[src/rtl/alu_pkg.sv]
// rtl/alu_pkg.sv - op codes, FSM state type and latency defaults for alu_arbiter
package alu_pkg;

    localparam logic [2:0] OP_AND = 3'b000;
    localparam logic [2:0] OP_OR  = 3'b001;
    localparam logic [2:0] OP_ADD = 3'b010;
    localparam logic [2:0] OP_SUB = 3'b011;
    localparam logic [2:0] OP_MUL = 3'b100;
    localparam logic [2:0] OP_DIV = 3'b101;

    localparam int DEFAULT_MUL_CYCLES = 2;
    localparam int DEFAULT_DIV_CYCLES = 4;

    typedef enum logic {
        ST_IDLE = 1'b0,
        ST_EXEC = 1'b1
    } state_t;

    // Counter preload: the number of EXEC cycles minus one.
    function automatic logic [3:0] op_count(input logic [2:0] op,
                                            input int mul_cycles,
                                            input int div_cycles);
        case (op)
            OP_MUL:  return 4'(mul_cycles - 1);
            OP_DIV:  return 4'(div_cycles - 1);
            default: return 4'd0;
        endcase
    endfunction

endpackage

[src/rtl/alu.sv]
// rtl/alu.sv - combinational 16-bit ALU datapath with error flag
module alu
    import alu_pkg::*;
(
    input  logic [15:0] a,
    input  logic [15:0] b,
    input  logic [2:0]  op,
    output logic [31:0] result,
    output logic        err
);

    always_comb begin
        result = 32'h0;
        err    = 1'b0;
        case (op)
            OP_AND: result = {16'h0, a & b};
            OP_OR:  result = {16'h0, a | b};
            OP_ADD: result = {16'h0, a} + {16'h0, b};
            OP_SUB: result = {16'h0, a} - {16'h0, b};
            OP_MUL: result = {16'h0, a} * {16'h0, b};
            OP_DIV: begin
                // Divide-by-zero forces a clean zero result instead of divider output.
                if (b == 16'h0) begin
                    err = 1'b1;
                end else begin
                    result = {a % b, a / b};
                end
            end
            default: err = 1'b1;
        endcase
    end

endmodule

[src/rtl/alu_arbiter.sv]
// rtl/alu_arbiter.sv - two-requester ALU arbiter; ALU_ARB_ROUND_ROBIN_EN selects round-robin grant
module alu_arbiter
    import alu_pkg::*;
#(
    parameter int MUL_CYCLES = DEFAULT_MUL_CYCLES,
    parameter int DIV_CYCLES = DEFAULT_DIV_CYCLES
) (
    input  logic        clk,
    input  logic        rst_n,
    input  logic        req0_valid,
    output logic        req0_ready,
    input  logic [15:0] req0_a,
    input  logic [15:0] req0_b,
    input  logic [2:0]  req0_op,
    input  logic        req1_valid,
    output logic        req1_ready,
    input  logic [15:0] req1_a,
    input  logic [15:0] req1_b,
    input  logic [2:0]  req1_op,
    output logic        rsp_valid,
    output logic        rsp_id,
    output logic [31:0] rsp_result,
    output logic        rsp_err,
    output logic        busy
);

    state_t      state;
    state_t      state_nxt;
    logic [3:0]  count;
    logic [15:0] a_q;
    logic [15:0] b_q;
    logic [2:0]  op_q;
    logic        id_q;
    logic        grant_id;
    logic        handshake;
    logic [31:0] alu_result;
    logic        alu_err;

`ifdef ALU_ARB_ROUND_ROBIN_EN
    logic last_grant;

    always_comb begin
        grant_id = 1'b0;
        if (req0_valid && req1_valid) begin
            grant_id = ~last_grant;
        end else begin
            grant_id = req1_valid;
        end
    end

    always_ff @(posedge clk or negedge rst_n) begin
        if (!rst_n) begin
            last_grant <= 1'b1;
        end else if (handshake) begin
            last_grant <= grant_id;
        end
    end
`else
    always_comb begin
        grant_id = 1'b0;
        grant_id = req1_valid && !req0_valid;
    end
`endif

    // Ready is gated by rst_n so nothing is accepted while reset is held.
    assign req0_ready = rst_n && (state == ST_IDLE) && req0_valid && !grant_id;
    assign req1_ready = rst_n && (state == ST_IDLE) && req1_valid &&  grant_id;
    assign handshake  = req0_ready || req1_ready;
    assign busy       = (state != ST_IDLE);

    always_ff @(posedge clk or negedge rst_n) begin
        if (!rst_n) begin
            state <= ST_IDLE;
        end else begin
            state <= state_nxt;
        end
    end

    always_comb begin
        state_nxt = state;
        case (state)
            ST_IDLE: if (handshake)      state_nxt = ST_EXEC;
            ST_EXEC: if (count == 4'd0)  state_nxt = ST_IDLE;
            default:                     state_nxt = ST_IDLE;
        endcase
    end

    always_ff @(posedge clk or negedge rst_n) begin
        if (!rst_n) begin
            count      <= 4'd0;
            a_q        <= 16'h0;
            b_q        <= 16'h0;
            op_q       <= 3'b000;
            id_q       <= 1'b0;
            rsp_valid  <= 1'b0;
            rsp_id     <= 1'b0;
            rsp_result <= 32'h0;
            rsp_err    <= 1'b0;
        end else begin
            rsp_valid <= 1'b0;
            if (state == ST_IDLE) begin
                if (handshake) begin
                    a_q   <= grant_id ? req1_a  : req0_a;
                    b_q   <= grant_id ? req1_b  : req0_b;
                    op_q  <= grant_id ? req1_op : req0_op;
                    id_q  <= grant_id;
                    count <= op_count(grant_id ? req1_op : req0_op, MUL_CYCLES, DIV_CYCLES);
                end
            end else if (count == 4'd0) begin
                rsp_valid  <= 1'b1;
                rsp_id     <= id_q;
                rsp_result <= alu_result;
                rsp_err    <= alu_err;
            end else begin
                count <= count - 4'd1;
            end
        end
    end

    alu u_alu (
        .a      (a_q),
        .b      (b_q),
        .op     (op_q),
        .result (alu_result),
        .err    (alu_err)
    );

endmodule

[config.mk]
export PLATFORM = sky130hd
export DESIGN_NAME = alu_arbiter
export DESIGN_NICKNAME = d
export VERILOG_FILES = /design/src/rtl/alu_pkg.sv /design/src/rtl/alu.sv /design/src/rtl/alu_arbiter.sv
export SDC_FILE = /design/constraint.sdc
export NUM_CORES = 1
export LEC_CHECK = 0
export BUFFER_PORTS_ARGS = -buffer_cell sky130_fd_sc_hd__buf_2
export CORE_MARGIN = 2
export CORE_UTILIZATION = 30
export DETAILED_ROUTE_END_ITERATION = 7
export RECOVER_POWER = 25
export SYNTH_ARGS = -nofsm -noshare
export SYNTH_HDL_FRONTEND = slang
export SYNTH_SLANG_ARGS = --single-unit
[constraint.sdc]
create_clock -name clk -period 26.2 [get_ports clk]
set_clock_uncertainty 0.15 [all_clocks]
set_input_delay 2.62 -clock clk [delete_from_list [all_inputs] [get_ports clk]]
set_output_delay 2.62 -clock clk [all_outputs]
set_load 0.05 [all_outputs]
==> impl_metrics.env <==
export IMPL_crit_family="compound AO/OA/AOI/OAI gates"
export IMPL_dp_hpwl_um=59820
export IMPL_gp_congestion=0.9640
export IMPL_portBuffers=111
export IMPL_r2r_start="a_q[0]"
export IMPL_num_rows=96
export IMPL_stdcell_area_mm2=0.02597
export IMPL_core_area_mm2=0.06823
export IMPL_cts_sinks=76
export IMPL_syn_to_final_growth_pct=26.22
export IMPL_yosysWarningCount=0
export IMPL_clock_latency_ns=0.39
export IMPL_max_stage_delay_ns=0.56
export IMPL_worstPathArrival_ns=25.74
export IMPL_startpoint="a_q[0]"
export IMPL_synth_edf_count=0
export IMPL_synth_top_area_cell="fa_1"
export IMPL_grt_pass1_wl_um=117900
export IMPL_cts_buffer_depth=2
export IMPL_synth_cells=2613
export IMPL_fillers=6981
export IMPL_die_h_um=265.9
export IMPL_grt_usage_pct=21.63
export IMPL_wl_um=79190
export IMPL_viasPerCell=5.472
export IMPL_grt_pass1_vias=20196
export IMPL_whs_path_depth=2
export IMPL_antenna_found_initial=2
export IMPL_min_from="rsp_result[6]"
export IMPL_drv_cap=1
export IMPL_crit_path_top_delay_cell="or4_4"
export IMPL_pin_count=112
export IMPL_timing_hold_ws_ns=0.3298
export IMPL_die_w_um=265.9
export IMPL_h_tree_depth=3
export IMPL_clk_pin_slew_ns=0.07
export IMPL_finalCritPeriodShare_pct=97.73
export IMPL_r2r_slack_ns=0.60
export IMPL_rsz0062_at_grt="yes"
export IMPL_yosysUniqueCellTypes=83
export IMPL_holdPathEnd="rsp_result[6]"
export IMPL_critPathBufInv=14
export IMPL_grt_max_degree=69
export IMPL_synth_top_area_share_pct=19.17
export IMPL_grt_overflow=0
export IMPL_report_final_slew_viol_count=51
export IMPL_syn_avg_cell_area_um2=7.874
export IMPL_violations="capacitance limit, slew limit"
export IMPL_maxSlewHeadroom_pct=-113.4
export IMPL_crit_path_frequent_cell="ha_4"
export IMPL_synth_sequential_area_ratio_pct=9.244
export IMPL_worstRegToRegCells=126
export IMPL_crit_required_ns=26.34
export IMPL_outcome="finished with violations"
export IMPL_drive_gt1_share_pct=23.98
export IMPL_ys_ff_latch=76
export IMPL_synth_cell_area_mm2=0.02057
export IMPL_setup_violations=0
export IMPL_final_nets=3486
export IMPL_drcViolationCount=0
export IMPL_drt_first_pass_iters=6
export IMPL_path_class="reg -> reg"
export IMPL_antenna_left=0
export IMPL_layout_common_cells="nand2_1 (316), inv_1 (306), buf_4 (280)"
export IMPL_timing_fmax_mhz=39.06
export IMPL_root_buffer="clkbuf_16"
export IMPL_die_area_mm2=0.07069
export IMPL_tightest_slew_ns=3.200
export IMPL_timing_rr_end="rsp_result[26]"
export IMPL_fin_crit_ns=25.60
export IMPL_hold_path_class="reg -> reg"
export IMPL_crit_path_max_fanout=8
export IMPL_final_common_cell="nand2_1"
export IMPL_vias=20849
export IMPL_detail_route_iter0_violations=1661
export IMPL_cp_start_kind="flop"
export IMPL_cp_depth=126
export IMPL_synth_ff_type="dfrtp_1"
export IMPL_asyncSetResetFlopFracSynth_pct=100.0
export IMPL_hold_viol=0
export IMPL_cts_tree="yes"
export IMPL_cts_buffers=9
export IMPL_synthTopCellsByArea="fa_1 (19%), ha_1 (18%), dfrtp_1 (9.2%)"
export IMPL_end_kind="flop"
export IMPL_synth_fp_nets=3176
export IMPL_placed_area_mm2=0.02368
export IMPL_start_util_pct=30.16
export IMPL_wl_per_cell_um=20.78
metrics by stage:
stage	TNS, ns	cells	util (%)	worst slack, ns
floorplan	0	2613	-	0.0003073
global placement	-1.330	3714	34.71	-0.1873
detailed placement	-8.040	3714	34.71	-0.6209
CTS	0	3744	35.62	0.02875
global route	-9.400	3809	38.06	-0.5942
finish	0	3810	38.06	0.5957
Yosys cell counts, types with 7 or more instances:
cell,instances
and4_1,7
fa_1,197
buf_2,8
a221oi_1,17
o22ai_1,18
o221ai_1,9
or4_1,8
or2_2,16
a22oi_1,10
xor2_1,37
o21a_1,44
o21ai_0,142
and3_1,13
mux2i_1,54
ha_1,292
nor2_1,243
clkbuf_1,87
o31ai_1,14
a21oi_1,167
nand4_1,12
a31oi_1,26
a21o_1,43
xnor2_1,78
nor2b_1,18
dfrtp_1,76
nor3_1,47
a211oi_1,22
nand2_1,329
and2_1,13
inv_1,308
o211ai_1,17
nand3_1,32
or3_1,24
clkinv_1,7
mux2_2,20
o21bai_1,16
buf_1,13
nand2b_1,17
worst min-delay path, stage by stage, from the launching register on:
cell and delay, ns:
dfrtp_1 0.34, nand2_1 0.04, o21ai_0 0.06
layer usage:
| metal | GRT usage, % | share of wire (%) | vias up |
|---|---|---|---|
| met1 | 28.01 | 41 | 10168 |
| met3 | 2.847 | 7.3 | 215 |
| met4 | 9.475 | 5.3 | 2 |
| li1 | - | - | 9581 |
| met2 | 36.00 | 46 | 883 |
| met5 | 0 | 0.020 | - |
layout make-up:
type / instances / area, um^2 / area share [%]
multi-input cells: 2112 / 18610 / 71.65
repair buffers: 407 / 2849 / 10.97
flip-flops and latches: 76 / 1904 / 7.333
inverters: 317 / 1195 / 4.601
well taps: 882 / 1104 / 4.250
clock buffers: 10 / 229.0 / 0.8817
clock inverters: 5 / 78.83 / 0.3035
diodes: 1 / 2.502 / 0.009636
worst max path at each step:
stage                                 to  slack [ns]
after floorplan           rsp_result[16]      0.0003
after detailed placement  rsp_result[30]       -0.62
final                     rsp_result[26]        0.60
after CTS                 rsp_result[30]        0.03
after global routing      rsp_result[19]       -0.59
after global placement    rsp_result[30]       -0.19
sequential cells by signal, indices dropped and copies added, names as in the netlist:
signal / flops
a_q: 16
b_q: 16
busy: 1
count: 4
id_q: 1
op_q: 3
rsp_err: 1
rsp_id: 1
rsp_result: 32
rsp_valid: 1
logic make-up after synthesis:
| kind of cell | synth area share, % |
|---|---|
| AO/OA/AOI/OAI | 20.04 |
| XOR/XNOR | 4.896 |
| adder cells (fa/ha/maj) | 36.93 |
| buffers and inverters | 7.912 |
| flip-flops | 9.244 |
| multiplexers | 3.868 |
| AND/OR/NAND/NOR | 17.11 |
repair_timing:
item | 4_1_cts | 5_1_grt
buffers inserted | 15 | 64
endpoints found under the setup margin | 17 | 17
gates cloned | 0 | 2
hold buffers | 0 | 0
resized for setup | 48 | 235
pin swaps | 27 | 117
Power is not shown: default switching activity piles up to over one toggle a cycle in this logic, so the estimate is an artifact.
